File: src/rtl/spi_slave_burst.sv
// -----------------------------------------------------------------------------
// spi_slave_burst
//
// SPI slave front end for the RAM wrapper. SCLK is the system clock, so one
// serial bit moves per rising edge of clk, MSB first. Incoming MOSI frames are
// {cmd[1:0], payload[DATA_W-1:0]} and are presented on rx_data with a one-clock
// rx_valid pulse. Read words returned by the RAM (tx_data/tx_valid) are
// serialised onto MISO.
//
// Build option:
//   SPI_SLAVE_BURST_EN  when defined, a READ_DATA transaction keeps streaming
//                       words while SS_n stays low, requesting each following
//                       word with a one-clock next_req pulse. When undefined,
//                       exactly one word is returned per READ_DATA frame and
//                       next_req is tied low.
//
// Ports:
//   clk        in   system clock / SCLK, all logic on the rising edge
//   rst        in   synchronous active-high reset
//   SS_n       in   slave select, active low
//   MOSI       in   serial data in
//   tx_valid   in   tx_data holds a RAM read word
//   tx_data    in   read word to shift out on MISO
//   rx_data    out  captured frame {cmd, payload}
//   rx_valid   out  one-clock pulse, rx_data holds a complete frame
//   MISO       out  serial data out
//   frame_err  out  one-clock pulse, SS_n rose before a full frame arrived
//   next_req   out  one-clock pulse, request the next burst word
// -----------------------------------------------------------------------------
module spi_slave_burst #(
   parameter int DATA_W = 8,
   parameter int CNT_W  = $clog2(DATA_W + 3)
) (
   input  logic              clk,
   input  logic              rst,
   input  logic              SS_n,
   input  logic              MOSI,
   input  logic              tx_valid,
   input  logic [DATA_W-1:0] tx_data,
   output logic [DATA_W+1:0] rx_data,
   output logic              rx_valid,
   output logic              MISO,
   output logic              frame_err,
   output logic              next_req
);

   localparam int FRAME_W = DATA_W + 2;

   // cnt_q runs 0..FRAME_W while bits arrive, sits at CNT_FULL for the one clock
   // that raises rx_valid, then parks at CNT_DONE for the rest of the frame.
   localparam logic [CNT_W-1:0] CNT_TOP  = CNT_W'(FRAME_W - 1);
   localparam logic [CNT_W-1:0] CNT_FULL = CNT_W'(FRAME_W);
   localparam logic [CNT_W-1:0] CNT_DONE = CNT_W'(FRAME_W + 1);
   localparam logic [CNT_W-1:0] TX_BITS  = CNT_W'(DATA_W);
   localparam logic [CNT_W-1:0] CNT_ONE  = CNT_W'(1);

   typedef enum logic [2:0] {
      IDLE,
      CHK_CMD,
      WRITE,
      READ_ADD,
      READ_DATA
   } state_e;

   typedef enum logic [1:0] {
      TX_WAIT,
      TX_SHIFT,
      TX_NEXT,
      TX_DONE
   } tx_phase_e;

   state_e              state_q;
   tx_phase_e           txPhase_q;
   logic [CNT_W-1:0]    cnt_q;
   logic [CNT_W-1:0]    txCnt_q;
   logic [DATA_W-1:0]   txShift_q;
   logic [FRAME_W-1:0]  rxData_q;
   logic                rxValid_q;
   logic                frameErr_q;
   logic                miso_q;
   logic                rdAddrSeen_q;
   logic [CNT_W-1:0]    bitIdx;
`ifdef SPI_SLAVE_BURST_EN
   logic                nextReq_q;
   logic                wordSent_q;
`endif

   // Bits arrive MSB first, so the first captured bit lands in the top slot.
   assign bitIdx = CNT_TOP - cnt_q;

   // Whole slave in one clocked process. SS_n high overrides every state: the
   // transaction ends, counters clear and MISO returns low. A frame_err is only
   // raised while bits are still being collected; once the frame is complete
   // (including during MISO shifting) a deselect is a normal end.
   // rd_addr_seen remembers that a READ_ADD frame completed so that the next
   // read command frame is routed to READ_DATA.
   always_ff @(posedge clk) begin
      if (rst) begin
         state_q      <= IDLE;
         txPhase_q    <= TX_WAIT;
         cnt_q        <= '0;
         txCnt_q      <= '0;
         txShift_q    <= '0;
         rxData_q     <= '0;
         rxValid_q    <= 1'b0;
         frameErr_q   <= 1'b0;
         miso_q       <= 1'b0;
         rdAddrSeen_q <= 1'b0;
`ifdef SPI_SLAVE_BURST_EN
         nextReq_q    <= 1'b0;
         wordSent_q   <= 1'b0;
`endif
      end else begin
         rxValid_q  <= 1'b0;
         frameErr_q <= 1'b0;
`ifdef SPI_SLAVE_BURST_EN
         nextReq_q  <= 1'b0;
`endif
         if (SS_n) begin
            state_q   <= IDLE;
            cnt_q     <= '0;
            txCnt_q   <= '0;
            txPhase_q <= TX_WAIT;
            miso_q    <= 1'b0;
            if ((state_q == WRITE || state_q == READ_ADD || state_q == READ_DATA) &&
                (cnt_q < CNT_FULL)) begin
               frameErr_q <= 1'b1;
            end
`ifdef SPI_SLAVE_BURST_EN
            wordSent_q <= 1'b0;
            if (state_q == READ_DATA && wordSent_q) begin
               rdAddrSeen_q <= 1'b0;
            end
`endif
         end else begin
            case (state_q)
               IDLE: begin
                  miso_q  <= 1'b0;
                  state_q <= CHK_CMD;
               end
               CHK_CMD: begin
                  if (!MOSI) begin
                     state_q <= WRITE;
                  end else if (rdAddrSeen_q) begin
                     state_q <= READ_DATA;
                  end else begin
                     state_q <= READ_ADD;
                  end
               end
               default: begin
                  if (cnt_q < CNT_FULL) begin
                     rxData_q[bitIdx] <= MOSI;
                     cnt_q            <= cnt_q + CNT_ONE;
                  end else if (cnt_q == CNT_FULL) begin
                     rxValid_q <= 1'b1;
                     cnt_q     <= CNT_DONE;
                     if (state_q == READ_ADD) begin
                        rdAddrSeen_q <= 1'b1;
                     end
                  end else if (state_q == READ_DATA) begin
                     case (txPhase_q)
                        TX_WAIT: begin
                           miso_q <= 1'b0;
                           if (tx_valid) begin
                              txShift_q <= tx_data;
                              txCnt_q   <= TX_BITS;
                              txPhase_q <= TX_SHIFT;
                           end
                        end
                        TX_SHIFT: begin
                           miso_q    <= txShift_q[DATA_W-1];
                           txShift_q <= {txShift_q[DATA_W-2:0], 1'b0};
                           txCnt_q   <= txCnt_q - CNT_ONE;
                           if (txCnt_q == CNT_ONE) begin
`ifdef SPI_SLAVE_BURST_EN
                              wordSent_q <= 1'b1;
                              txPhase_q  <= TX_NEXT;
`else
                              rdAddrSeen_q <= 1'b0;
                              txPhase_q    <= TX_DONE;
`endif
                           end
                        end
`ifdef SPI_SLAVE_BURST_EN
                        TX_NEXT: begin
                           miso_q    <= 1'b0;
                           nextReq_q <= 1'b1;
                           txPhase_q <= TX_WAIT;
                        end
`endif
                        default: begin
                           miso_q <= 1'b0;
                        end
                     endcase
                  end
               end
            endcase
         end
      end
   end

   // Every output comes straight from a register.
   assign rx_data   = rxData_q;
   assign rx_valid  = rxValid_q;
   assign MISO      = miso_q;
   assign frame_err = frameErr_q;
`ifdef SPI_SLAVE_BURST_EN
   assign next_req  = nextReq_q;
`else
   assign next_req  = 1'b0;
`endif

endmodule

File: config.mk
export PLATFORM = sky130hd
export DESIGN_NAME = spi_slave_burst
export DESIGN_NICKNAME = d
export VERILOG_FILES = /design/src/rtl/spi_slave_burst.sv
export SDC_FILE = /design/constraint.sdc
export NUM_CORES = 1
export LEC_CHECK = 0
export CORE_ASPECT_RATIO = 1.2
export CORE_MARGIN = 5
export CORE_UTILIZATION = 31
export DETAILED_ROUTE_END_ITERATION = 10
export DONT_BUFFER_PORTS = 1
export GPL_ROUTABILITY_DRIVEN = 1
export HOLD_SLACK_MARGIN = 0.02
export PLACE_DENSITY = 0.56
export SETUP_SLACK_MARGIN = 0.05
export SYNTH_ARGS = -nofsm -noshare
export SYNTH_HDL_FRONTEND = slang
export SYNTH_SLANG_ARGS = --single-unit
File: constraint.sdc
create_clock -name clk -period 2.5 [get_ports clk]
set_clock_uncertainty 0.05 [all_clocks]
set_input_delay 0.5 -clock clk [delete_from_list [all_inputs] [get_ports clk]]
set_output_delay 0.5 -clock clk [all_outputs]
set_load 0.02 [all_outputs]
After elaboration in Yosys (flattened, before gate mapping) --
Index checks and enable logic that the tools add are counted.
Operators by class: $add $sub $neg 3, magnitude comparators 3, equal/unequal tests 12, muxes and demuxes 27, bitwise logic cells 5, reduce and logical (&&, ||, !) cells 24
Operator list (number):
- 7-bit AND reduction | 3
- 8-bit case mux with 2 select lines | 1
- 2-bit nonzero test | 7
- 1-bit two-way mux | 12
- 4-bit two-way mux | 3
- 10-bit bitwise mux | 1
- 8-bit two-way mux | 1
- 4-bit case mux with 2 select lines | 1
- 3-bit by 2-bit == test with 1-bit output, second input constant | 2
- 3-bit two-way mux | 2
- 2-bit by 1-bit != test with 1-bit output, second input constant | 3
- 3-bit case mux with 2 select lines | 1
- 6-bit AND reduction | 1
- 2-bit OR reduction | 3
- 4-bit by 5-bit < comparator with 1-bit output, second input constant | 1
- 1-bit inverter | 5
- 5-bit OR reduction | 1
- 4-bit by 1-bit adder with 4-bit output, second input constant | 1
- 1-bit demux with 4-bit select | 1
- 4-bit by 1-bit == test with 1-bit output, second input constant | 1
- 4-bit == test, second input constant | 1
- 4-bit by 1-bit >= comparator with 1-bit output, second input constant | 1
- 4-bit < comparator, second input constant | 1
- 2-bit two-way mux | 2
- 15 further kinds | 18
Word-level totals: register bits 35, input port bits 13, output and inout bits 14

Logic depth before layout (Yosys ltp) --
depth after elaboration 6, depth in mapped cells 7

Worst setup path before layout --
OpenSTA, ideal clock, no wires.
kind flip-flop to flip-flop, start point register cnt_q[2], end point register txPhase_q[1], setup time 71 ps, arrival time 1760 ps, setup slack 620 ps, stages on the path, launching flop included 8, path buffers 1, period minus slack after synthesis 1880 ps, cells stage by stage dfxtp_1 inv_1 ha_1 nor2b_1 or3_1 buf_2 or3_1 a21oi_1
Between the ends: word-level cells in the longest chain between the ends 3, elaborated cells between the ends (all ways) 5, those cells by class 1 x order compare; 1 x eq/ne; 2 x bitwise; 1 x reduce/logical
Ends and longest elaborated chain:
- from (decl) | line 74 | logic [CNT_W-1:0] cnt_q;
- from (signal assigned) | line 153 | cnt_q <= cnt_q + CNT_ONE;
- 4-bit < comparator or 4-bit == test (tied branches) | line 151, 154
- 1-bit inverter (no source line)
- 7-bit AND reduction (no source line) (*)
- to (signal assigned) | line 123 | txPhase_q <= TX_WAIT;
- to (signal assigned) | line 167 | txPhase_q <= TX_SHIFT;
- to (signal assigned) | line 180 | txPhase_q <= TX_DONE;
- to (decl) | line 73 | tx_phase_e txPhase_q;
Mark *: on every way between the ends. The rest lies on a longest branch, timed or not. A chain may end at the register's enable or synchronous reset.

Final worst setup path --
start point register cnt_q[2], end point register txShift_q[6]
Between the ends: word-level cells in the longest chain between the ends 3, elaborated cells between the ends (all ways) 5, those cells by class 1 x order compare; 1 x eq/ne; 2 x bitwise; 1 x reduce/logical
Ends and longest elaborated chain:
- 4-bit < comparator or 4-bit == test (tied branches) | line 151, 154
- 1-bit inverter (no source line)
- 7-bit AND reduction (no source line) (*)
- to (signal assigned) | line 165 | txShift_q <= tx_data;
- to (signal assigned) | line 172 | txShift_q <= {txShift_q[DATA_W-2:0], 1'b0};
- to (decl) | line 76 | logic [DATA_W-1:0] txShift_q;
Marked as above.

==> metrics.md <==
| Metric | Value |
|---|---|
| Worst hold path type | in -> reg |
| Global routing usage on met3 | 0.0399 |
| Post CTS Setup Buffer Count | 0 |
| GRT met2 Usage | 0.175 |
| Fin nets | 223 |
| EDFF count, synth | 0 |
| Syn avg cell area | 8.70 sq um |
| RR Startpoint | cnt_q[2]$_SDFFE_PP0P_ |
| Leak | 0.687 nW |
| Post-cts hold buffer count | 0 |
| Clock power frac | 0.433 |
| RSZ-0062 raised after global routing | false |
| Post-synthesis sequential area ratio | 0.395 |
| CTS max path bufs | 2 |
| Core ar. | 5630 sq um |
| Fin Setup TNS | 0 ns |
| Total Routed Length | 4.08 mm |
| Clock-pin slew on the worst setup and hold paths | 0.07 ns |
| Post-synthesis cell type count | 42 |
| Tmin final | 2.11 ns |
| Post-route cell area | 1920 sq um |
| Power, Total | 1.06 mW |
| Die Ht | 92.9 microns |
| Largest net degree at the start of global routing | 24 |
| CP Data Required Time | 2.61 ns |
| Post-CTS sizing | 0 |
| Comb power frac | 0.034 |
| Share of layout cells above drive strength 1 | 0.0792 |
| Worst-Skew Late Latency | 0.29 ns |
| Total GRT Usage | 0.115 |
| Final Hold Viols | 0 |
| Count of state elements after synthesis | 35 |
| Synth top area share | 0.395 |
| # DRC | 0 |
| N_diodes | 0 |
| CTS Sinks | 35 |
| Vias in the first global route | 1358 |
| Worst hold start | rst |
| TritonCTS clock tree | yes |
| Switching share of power | 0.222 |
| Crit Path Category | reg -> reg |
| Internal power | 0.824 mW |
| P_sw | 0.235 mW |
| Number of CTS-inserted buffers | 5 |
| Area after DPL | 1820 sq um |
| CP arrival | 2.22 ns |
| Top post-synthesis cells by area | dfxtp_1, mux2i_1, ha_1 |
| Tightest Pin Transition | 0.655 ns |
| Row cnt | 30 |
| P per Cell Area | 552 nW/um^2 |
| Global-route wire length before repair | 6.81 mm |
| Die area | 7350 sq um |
| Maximum net fanout on the critical path | 7 |
| Fin. max-slew vios | 0 |
| Die W | 79.1 microns |
| Fin crit share | 0.843 |
| Routability Congestion | 0.769 |
| Average wire per standard cell | 15.4 microns |
| Status | finished, final reports clean |
| Post-DP HPWL | 2.85 mm |
| Initial Utilization | 0.315 |
| CP Launch Point | cnt_q[2]$_SDFFE_PP0P_ |
| Final setup viols | 0 |
| Yosys warning count | 0 |
| Vias | 1453 |
| Clock root buffer | clkbuf_8 |
| Gr busiest metal | met2 |
| Async set-reset flop share out of synthesis | 0 |
| Gate Count Post-Synth | 204 |
| Detailed router's first-iteration violation count | 95 |
| I/O Buffers | 0 |
| Mapped Nets | 226 |
| Max Cap Viol | 0 |
| FILL cells | 594 |
| # IOs | 27 |
| Peak Freq | 474 MHz |
| Aggregate global routing overflow | 0 |
| Crit end category | register |
| Worst rel slew slack | 0.561 |
| Part of the power in registers | 0.533 |
| Vias per cell | 5.46 |
| Syn Std Cell Area | 1780 sq um |
| Initial antenna violation count | 0 |
| Startpoint types | register |
| Area leader, netlist | dfxtp_1 |
| H-tree depth | 2 |
| Routed Antenna Nets | 0 |
| Layout area overhead | 8.17% |
| Top_reg_cell synth | dfxtp_1 |
| M1 GR Usage | 0.153 |
| Drt pass-1 iters | 4 |
| Worst vdd ir | 0.000293 V |
## cells in the mapped netlist (3+ instances only)
master    instances
a211oi_1          7
a21oi_1          19
clkbuf_1          9
dfxtp_1          35
ha_1              9
inv_1             7
mux2i_1          13
nand2_1           9
nand2b_1         10
nand3_1           7
nand4_1           8
nand4b_1          3
nor2_1           13
nor2b_1           3
nor3_1            5
nor4_1            3
o21ai_0          12
or2_2             3
## flip-flops by register name (all words and copies together), names as in the netlist
signal,flops
rx_data,10
txShift_q,8
cnt_q,4
txCnt_q,4
state_q,3
txPhase_q,2
MISO,1
frame_err,1
rdAddrSeen_q,1
rx_valid,1
## worst max-delay path, stage by stage (launching register included)
cell	delay (ns)
dfxtp_1	0.39
inv_1	0.08
ha_1	0.22
nor2b_1	0.20
or3_1	0.49
nor3_2	0.39
a211oi_1	0.14
## per-stage QoR
| step | utilization | instances | setup WS [ns] | hold slack (ns) |
|---|---|---|---|---|
| global route | 0.341 | 266 | 0.249 | 0.215 |
| CTS | 0.341 | 266 | 0.374 | 0.215 |
| finish | 0.341 | 266 | 0.392 | 0.227 |
| detailed placement | 0.323 | 258 | 0.401 | 0.402 |
| global placement | 0.323 | 258 | 0.450 | 0.420 |
| floorplan | - | 204 | 0.620 | 0.393 |
## power by group through the flow
stage	clock [mW]	sequential [mW]	combinational, mW
after floorplan	0	0.576	0.0375
after global placement	0	0.577	0.0362
after detailed placement	0	0.577	0.0365
after CTS	0.476	0.564	0.0365
after global routing	0.496	0.564	0.0410
final	0.459	0.564	0.0364
## layout make-up
| cell class | instances | area, sq um | share of cell area |
|---|---|---|---|
| Multi-Input combinational cell | 150 | 998 | 0.520 |
| Sequential cell | 35 | 701 | 0.365 |
| Clock buffer | 8 | 100 | 0.0521 |
| Tap cell | 64 | 80.1 | 0.0417 |
| Inverter | 7 | 26.3 | 0.0137 |
| Timing Repair Buffer | 2 | 15.0 | 0.00782 |
## per-layer routing
metal	up-vias	share of wire
met5	-	0
met1	675	0.48
met2	38	0.45
met3	7	0.053
li1	733	-
met4	0	0.012
## logic make-up after synthesis
group | after synthesis | synth area share
simple gates | 74 | 0.238
compound gates | 50 | 0.169
flops | 35 | 0.395
buf+inv | 19 | 0.0430
mux | 14 | 0.0796
fa+ha+maj | 9 | 0.0634
xor+xnor | 2 | 0.00987
other cells | 1 | 0.00211
## cells in the final DEF, fill, tap and decap left out, types with 5 or more instances in the layout
| master | synthesis | routed |
|---|---|---|
| dfxtp_1 | 35 | 35 |
| o21ai_0 | 12 | 12 |
| nor3_1 | 5 | 5 |
| inv_1 | 7 | 7 |
| nand2b_1 | 10 | 10 |
| a21oi_1 | 19 | 19 |
| nand3_1 | 7 | 7 |
| nand4_1 | 8 | 8 |
| mux2i_1 | 13 | 13 |
| nand2_1 | 9 | 9 |
| clkbuf_8 | 0 | 7 |
| ha_1 | 9 | 9 |
| a211oi_1 | 7 | 7 |
| nor2_1 | 13 | 13 |
## worst paths after layout
kind,endpoint,slack (ns),depth (start not counted)
max,txShift_q[6]$_SDFFE_PP0P_,0.39,6
min reg2reg,txShift_q[0]$_SDFFE_PP0P_,0.42,2
max reg2reg,txShift_q[6]$_SDFFE_PP0P_,0.39,6
min,rx_data[0]$_SDFFE_PP0P_,0.23,1
Note: power is estimated with default switching activity, not from simulation.
